===== config.mk =====
export PLATFORM = sky130hd
export DESIGN_NAME = clk_div_prog
export DESIGN_NICKNAME = d
export VERILOG_FILES = /design/src/rtl/clk_div_prog.sv
export SDC_FILE = /design/constraint.sdc
export NUM_CORES = 1
export LEC_CHECK = 0
export ABC_AREA = 1
export CORE_MARGIN = 10
export CORE_UTILIZATION = 26
export DETAILED_ROUTE_END_ITERATION = 10
export PLACE_DENSITY = 0.46
export SKIP_CTS_REPAIR_TIMING = 1
export SYNTH_ARGS = -nofsm -noshare
export SYNTH_HDL_FRONTEND = slang
export SYNTH_SLANG_ARGS = --single-unit

===== constraint.sdc =====
create_clock -name clk -period 4.2 [get_ports clk]
set_input_delay 1.05 -clock clk [delete_from_list [all_inputs] [get_ports clk]]
set_output_delay 1.05 -clock clk [all_outputs]
set_load 0.01 [all_outputs]

===== src/rtl/clk_div_prog.sv =====
// clk_div_prog: run-time programmable clock divider with registered
// output, per-period tick, and glitch-free divisor updates.
module clk_div_prog #(
  parameter int WIDTH       = 8,
  parameter int DEFAULT_DIV = 4
) (
  input  logic             clk,
  input  logic             reset,
  input  logic             en,
  input  logic             load,
  input  logic [WIDTH-1:0] div_in,
  output logic             clk_out,
  output logic             tick,
  output logic             upd_pending,
  output logic             div_err
);

  if (DEFAULT_DIV < 2 || DEFAULT_DIV > (2**WIDTH) - 1) begin : g_bad_div
    $error("clk_div_prog: DEFAULT_DIV out of range");
  end

  localparam logic [WIDTH-1:0] DefDiv = WIDTH'(DEFAULT_DIV);
  localparam logic [WIDTH-1:0] One    = WIDTH'(1);

  logic [WIDTH-1:0] d_q, d_d;
  logic [WIDTH-1:0] p_q, p_d;
  logic [WIDTH-1:0] cnt_q, cnt_d;
  logic             pend_q, pend_d;
  logic             clk_q, clk_d;
  logic             tick_q, tick_d;
  logic             err_q, err_d;
  logic [WIDTH:0]   h_new;
  logic             load_ok;

  assign load_ok = load && (div_in > One);

  always_comb begin
    d_d    = d_q;
    p_d    = p_q;
    pend_d = pend_q;
    cnt_d  = cnt_q;
    clk_d  = clk_q;
    tick_d = 1'b0;
    h_new  = '0;
    if (en) begin
      if (cnt_q == d_q - One) begin
        cnt_d = '0;
        if (pend_q) begin
          d_d    = p_q;
          pend_d = 1'b0;
        end
      end else begin
        cnt_d = cnt_q + One;
      end
      // one bit wider so ceil(D/2) cannot overflow at D = 2^WIDTH-1
      h_new  = ({1'b0, d_d} + (WIDTH+1)'(1)) >> 1;
      clk_d  = ({1'b0, cnt_d} < h_new);
      tick_d = (cnt_d == '0);
    end
    // a load on a boundary edge stages for the following boundary
    if (load_ok) begin
      p_d    = div_in;
      pend_d = 1'b1;
    end
    err_d = load && !load_ok;
  end

  always_ff @(posedge clk) begin
    if (reset) begin
      d_q    <= DefDiv;
      p_q    <= '0;
      cnt_q  <= '0;
      pend_q <= 1'b0;
      clk_q  <= 1'b0;
      tick_q <= 1'b0;
      err_q  <= 1'b0;
    end else begin
      d_q    <= d_d;
      p_q    <= p_d;
      cnt_q  <= cnt_d;
      pend_q <= pend_d;
      clk_q  <= clk_d;
      tick_q <= tick_d;
      err_q  <= err_d;
    end
  end

  assign clk_out     = clk_q;
  assign tick        = tick_q;
  assign upd_pending = pend_q;
  assign div_err     = err_q;

endmodule


# After elaboration in Yosys (flattened, before gate mapping)
# Cells that the tools add are included.
[totals] word_cells=30 reg_bits=28 output_inout_bits=4 inputBits=12
[op_classes] n_eq_ne=1 bitwise_logic=1 n_addsub=3 order_cmp=2 n_reduce_logical=8 n_mux=8
[op_table] operator="2-to-1 mux 8 bit" n=5
[op_table] operator="adder 8 x 1 -> 9 bit (second input constant)" n=1
[op_table] operator="adder 8 x 1 -> 8 bit (second input constant)" n=1
[op_table] operator="equality test 8 bit" n=1
[op_table] operator="greater-than comparator 8 x 1 -> 1 bit (second input constant)" n=1
[op_table] operator="zero test 8 bit" n=1
[op_table] operator="less-than comparator 8 bit" n=1
[op_table] operator="subtractor 8 x 1 -> 8 bit (second input constant)" n=1
[op_table] operator="nonzero test 2 bit" n=2
[op_table] operator="2-to-1 mux 1 bit" n=3
[op_table] operator="logical AND 1 bit" n=2
[op_table] operator="AND reduction 2 bit" n=1
[op_table] operator="OR reduction 2 bit" n=1
[op_table] operator="zero test 1 bit" n=1
[op_table] operator="NOT 1 bit" n=1

# Longest topological paths before layout
[depth] depth_word=6 mapped_depth=26

# Least setup slack after synthesis
# OpenSTA, ideal clock, no wires.
[synth_timing] kind="register to register" startpoint="register d_q[0]" endpoint="register clk_q (netlist: clk_out)" setup_time_ns=0.071 path_slack_ns=0.965 t_required_ns=4.129 arrival_time_ns=3.165 n_path_buf=1 path_stages_with_launch=26 path_cell_list="dfxtp_1 -> inv_2 -> ha_1 -> inv_1 -> nand2_1 -> nand2_1 -> nor2_1 -> nand3_1 -> nor2_4 -> nand3_4 -> nor2_8 -> buf_12 -> nand2_2 -> o21ai_2 -> ha_1 -> nand2_1 -> nor2_2 -> nand3_1 -> nand2_1 -> nand2_1 -> ha_1 -> a21oi_1 -> nor2_1 -> a2111oi_0 -> nand2_1 -> a21oi_1"
[synth_via] elab_chain_len=6 word_cells_on_any_way=9 classes_between="add/sub (2); order compare (1); eq/ne (1); mux (5)"
[synth_lines] element="start, declared" line_no="25" source="logic [WIDTH-1:0] d_q, d_d;"
[synth_lines] element="start signal, assigned" line_no="70" source="d_q <= DefDiv;"
[synth_lines] element="subtractor 8 x 1 -> 8 bit" line_no="46" source="if (cnt_q == d_q - One) begin"
[synth_lines] element="equality test 8 bit" line_no="46"
[synth_lines] element="2-to-1 mux 8 bit" line_no="46"
[synth_lines] element="2-to-1 mux 8 bit" line_no="45" source="if (en) begin"
[synth_lines] element="adder 8 x 1 -> 9 bit" line_no="56" source="h_new = ({1'b0, d_d} + (WIDTH+1)'(1)) >> 1;"
[synth_lines] element="less-than comparator 8 bit (*)" line_no="57" source="clk_d = ({1'b0, cnt_d} < h_new);"
[synth_lines] element="end signal, assigned" line_no="82" source="clk_q <= clk_d;"
[synth_lines] element="end, declared" line_no="29" source="logic clk_q, clk_d;"
# Every way passes the cells marked *; elsewhere a longest branch is shown, timed or not. The select of a mux whose other input is x is not followed.
# A chain may end at the register's enable or synchronous reset.

# Worst setup path in the final report
# Same ends and word-level chain as after synthesis.

==> metrics.txt <==
status=complete, no violations; top sig layer=met4; CP Class=reg2reg; Port Buffers=15; Initial Util=0.266; Worst Hold Class=reg2reg; r2r setup slk=580 ps; Syn Area/Cell=6.52 um2; vias in the first global route=1,790; core area=7250 um2; #FFs+latches synth=28; min cycle time layout=3620 ps; Max Cap Viol=0; CTS tree=yes; gpl congestion=0.805; met1 wire length=2610 um; Clock power frac=0.329; GRT Total Usage=0.0920; Final Hold Violating Endpoints=0; top cells by area, synth=dfxtp_1 29%, nand2_1 14%, inv_1 8.6%; maximum clock path buffer count=2; reg-to-reg endpoint=clk_out$_SDFFE_PP0P_; Clock Sinks=28; Die Wd=106 um; Num CTS Buffers=3; met2 wire length=2040 um; Critical Path End Type=flip-flop; initial DRC count=97; worst hold start=clk_out$_SDFFE_PP0P_; antenna violations before repair=0; Pwr Density=304 nW/um2; hold endpoint=clk_out$_SDFFE_PP0P_; DP Worst Slack=591 ps; CP arrival=3830 ps; Synth cell types=29; Via Count=1,829; Worst Path Max Fanout=16; Int Power=0.473 mW; Comb power frac=0.233; net switching fraction of the power=0.307; final WL=4890 um; diode count=0; Post-Syn Area=1930 um2; Fill cells=795; Final nets=333; Ports=16; share of power burned in registers=0.439; Yosys top cell by area=dfxtp_1; post-synthesis sequential area ratio=0.290; number of routed nets with antenna violations=0; Slew Limit Fails=0; crit path max-delay cell type=dfxtp_1; Clock Root Buffer=clkbuf_8; die area=11,300 um2; worst setup margin=584 ps; slowest cell delay on critical path=350 ps; Worst-Margin Slew=563 ps; drt wl/cell=12.0 um; synth warn=0; area growth from synthesis to layout=16.3%; Setup Viol. Count Final=0; vias per cell=4.47; layout cells sized above 1=0.0839; first-pass GRT wire length=8670 um; worst rel slew slack=0.624; worst-path cell chain=inv_2, ha_1, nand2_1, nor2_2, nand2_1, nand2_1, nand3_1, nor2_4, nand3_4, nor2_8, nand2_2, o21ai_2, ha_1, nand2_1, nor2_2, nand3_1, nand2_1, nand2_1, ha_1, a21oi_1, nor2_1, a2111oi_0, nand2_1, a21oi_1; leakage power=1.07 nW; depth of the most critical reg-to-reg path=24; final worst clock skew=9.49 ps; Remaining DRCs=0; drt pass-1 iters=4; grt total ovfl=0; Max H-tree Level=1; Synth top area share=0.290; chip height=106 um; switching power=0.209 mW; Hold Path Depth=2; largest net degree at the start of global routing=19; Worst-Skew Late Latency=290 ps; fin util=0.309; Clk pin slew, worst setup/hold paths=110 ps; max frequency=277 MHz; syn nets=318; metal3 WL=177 um; RSZ-0062 raised after global routing=no; Worst setup SP type=flip-flop; Site Rows=31; final worst path period share=0.861; CP required=4410 ps; Cells after Synth=296; most used cell, CP=nand2_1; VDD IR max=0.000130 V; reg2reg start=d_q[0]$_SDFFE_PP0P_; post-DP HPWL=3840 um; TNS Setup=0 ps
-- metal layers --
metal  vias up  GRT usage
met2        26      0.144
met5         -          0
met4         0     0.0193
met1       822      0.126
li1        975          -
met3         6     0.0211
-- Yosys cell counts --
| master | number |
|---|---|
| nand2_2 | 4 |
| a211oi_1 | 2 |
| buf_12 | 1 |
| clkbuf_1 | 4 |
| xnor2_1 | 4 |
| nor4_1 | 1 |
| nand2_1 | 70 |
| ha_1 | 10 |
| xor2_1 | 6 |
| nand3b_1 | 1 |
| nand3_1 | 15 |
| nand4_1 | 4 |
| o21ai_1 | 3 |
| dfxtp_1 | 28 |
| a2111oi_0 | 1 |
| o21ai_2 | 4 |
| nor2_1 | 33 |
| o21ai_0 | 23 |
| inv_2 | 4 |
| nor2_8 | 1 |
| a21oi_1 | 19 |
| nand3_4 | 1 |
| o21a_1 | 1 |
| nor2_4 | 2 |
| buf_1 | 1 |
| nor2_2 | 4 |
| inv_1 | 44 |
| o21ai_4 | 1 |
| nor3_1 | 4 |
-- layout make-up --
cell class / count / area [um2] / area share
Multi-Input combinational cell: 214 / 1150 / 0.513
Sequential cell: 28 / 561 / 0.250
Inverter: 48 / 180 / 0.0803
Timing Repair Buffer: 16 / 158 / 0.0702
Tap cell: 99 / 124 / 0.0552
Clock buffer: 3 / 41.3 / 0.0184
Clock inverter: 1 / 30.0 / 0.0134
-- kinds of logic after synthesis --
group | synth area share
AND/OR/NAND/NOR | 0.327
AO/OA/AOI/OAI | 0.159
buffers and inverters | 0.113
adder cells (fa/ha/maj) | 0.0648
flip-flops | 0.290
XOR/XNOR | 0.0454
-- cells in the final DEF (no fill, tap or decap), types with 2 or more instances in the layout --
cell	count
clkdlybuf4s50_1	15
inv_2	4
o21ai_0	23
clkbuf_8	3
nor2_1	33
o21ai_1	3
nor3_1	4
o21ai_2	4
a211oi_1	2
ha_1	10
xnor2_1	4
dfxtp_1	28
inv_1	44
nand4_1	4
nor2_2	4
a21oi_1	19
nand2_1	70
nor2_4	2
nand2_2	4
nand3_1	15
xor2_1	6
-- metrics by stage --
stage | area, um2 | hold slack [ps] | instances | power [mW]
2_1_floorplan | 1930 | 441 | 296 | 0.416
3_3_place_gp | 2170 | 456 | 405 | 0.466
3_5_place_dp | 2170 | 456 | 405 | 0.464
4_1_cts | 2240 | 472 | 409 | 0.691
5_1_grt | 2240 | 496 | 409 | 0.730
6_report | 2240 | 468 | 409 | 0.682
-- power by group through the flow --
stage,registers (mW),logic (mW),clock network [mW]
3_5_place_dp,0.306,0.159,0
2_1_floorplan,0.302,0.114,0
3_3_place_gp,0.306,0.160,0
6_report,0.299,0.159,0.224
5_1_grt,0.302,0.186,0.242
4_1_cts,0.299,0.160,0.231
-- worst max-delay path by stage --
stage,start,slack [ps],to
2_1_floorplan,d_q[0]$_SDFFE_PP0P_,960,clk_out$_SDFFE_PP0P_
3_3_place_gp,d_q[0]$_SDFFE_PP0P_,660,clk_out$_SDFFE_PP0P_
3_5_place_dp,d_q[0]$_SDFFE_PP0P_,590,clk_out$_SDFFE_PP0P_
4_1_cts,d_q[0]$_SDFFE_PP0P_,550,clk_out$_SDFFE_PP0P_
5_1_grt,d_q[0]$_SDFFE_PP0P_,40,clk_out$_SDFFE_PP0P_
6_report,d_q[0]$_SDFFE_PP0P_,580,clk_out$_SDFFE_PP0P_
-- flip-flops by register name (all words and copies together), names as in the netlist --
register	count
clk_out	1
div_err	1
tick	1
upd_pending	1
d_q	8
p_q	8
cnt_q	8
-- worst max-delay path: cells and delay by family (launching register included) --
kind / cells / cell delay [ps]
adder cells (fa/ha/maj): 3 / 750
AO/OA/AOI/OAI: 4 / 610
buffers and inverters: 1 / 130
AND/OR/NAND/NOR: 16 / 1690
flip-flops: 1 / 350
Note: power is estimated with default switching activity, not from simulation.
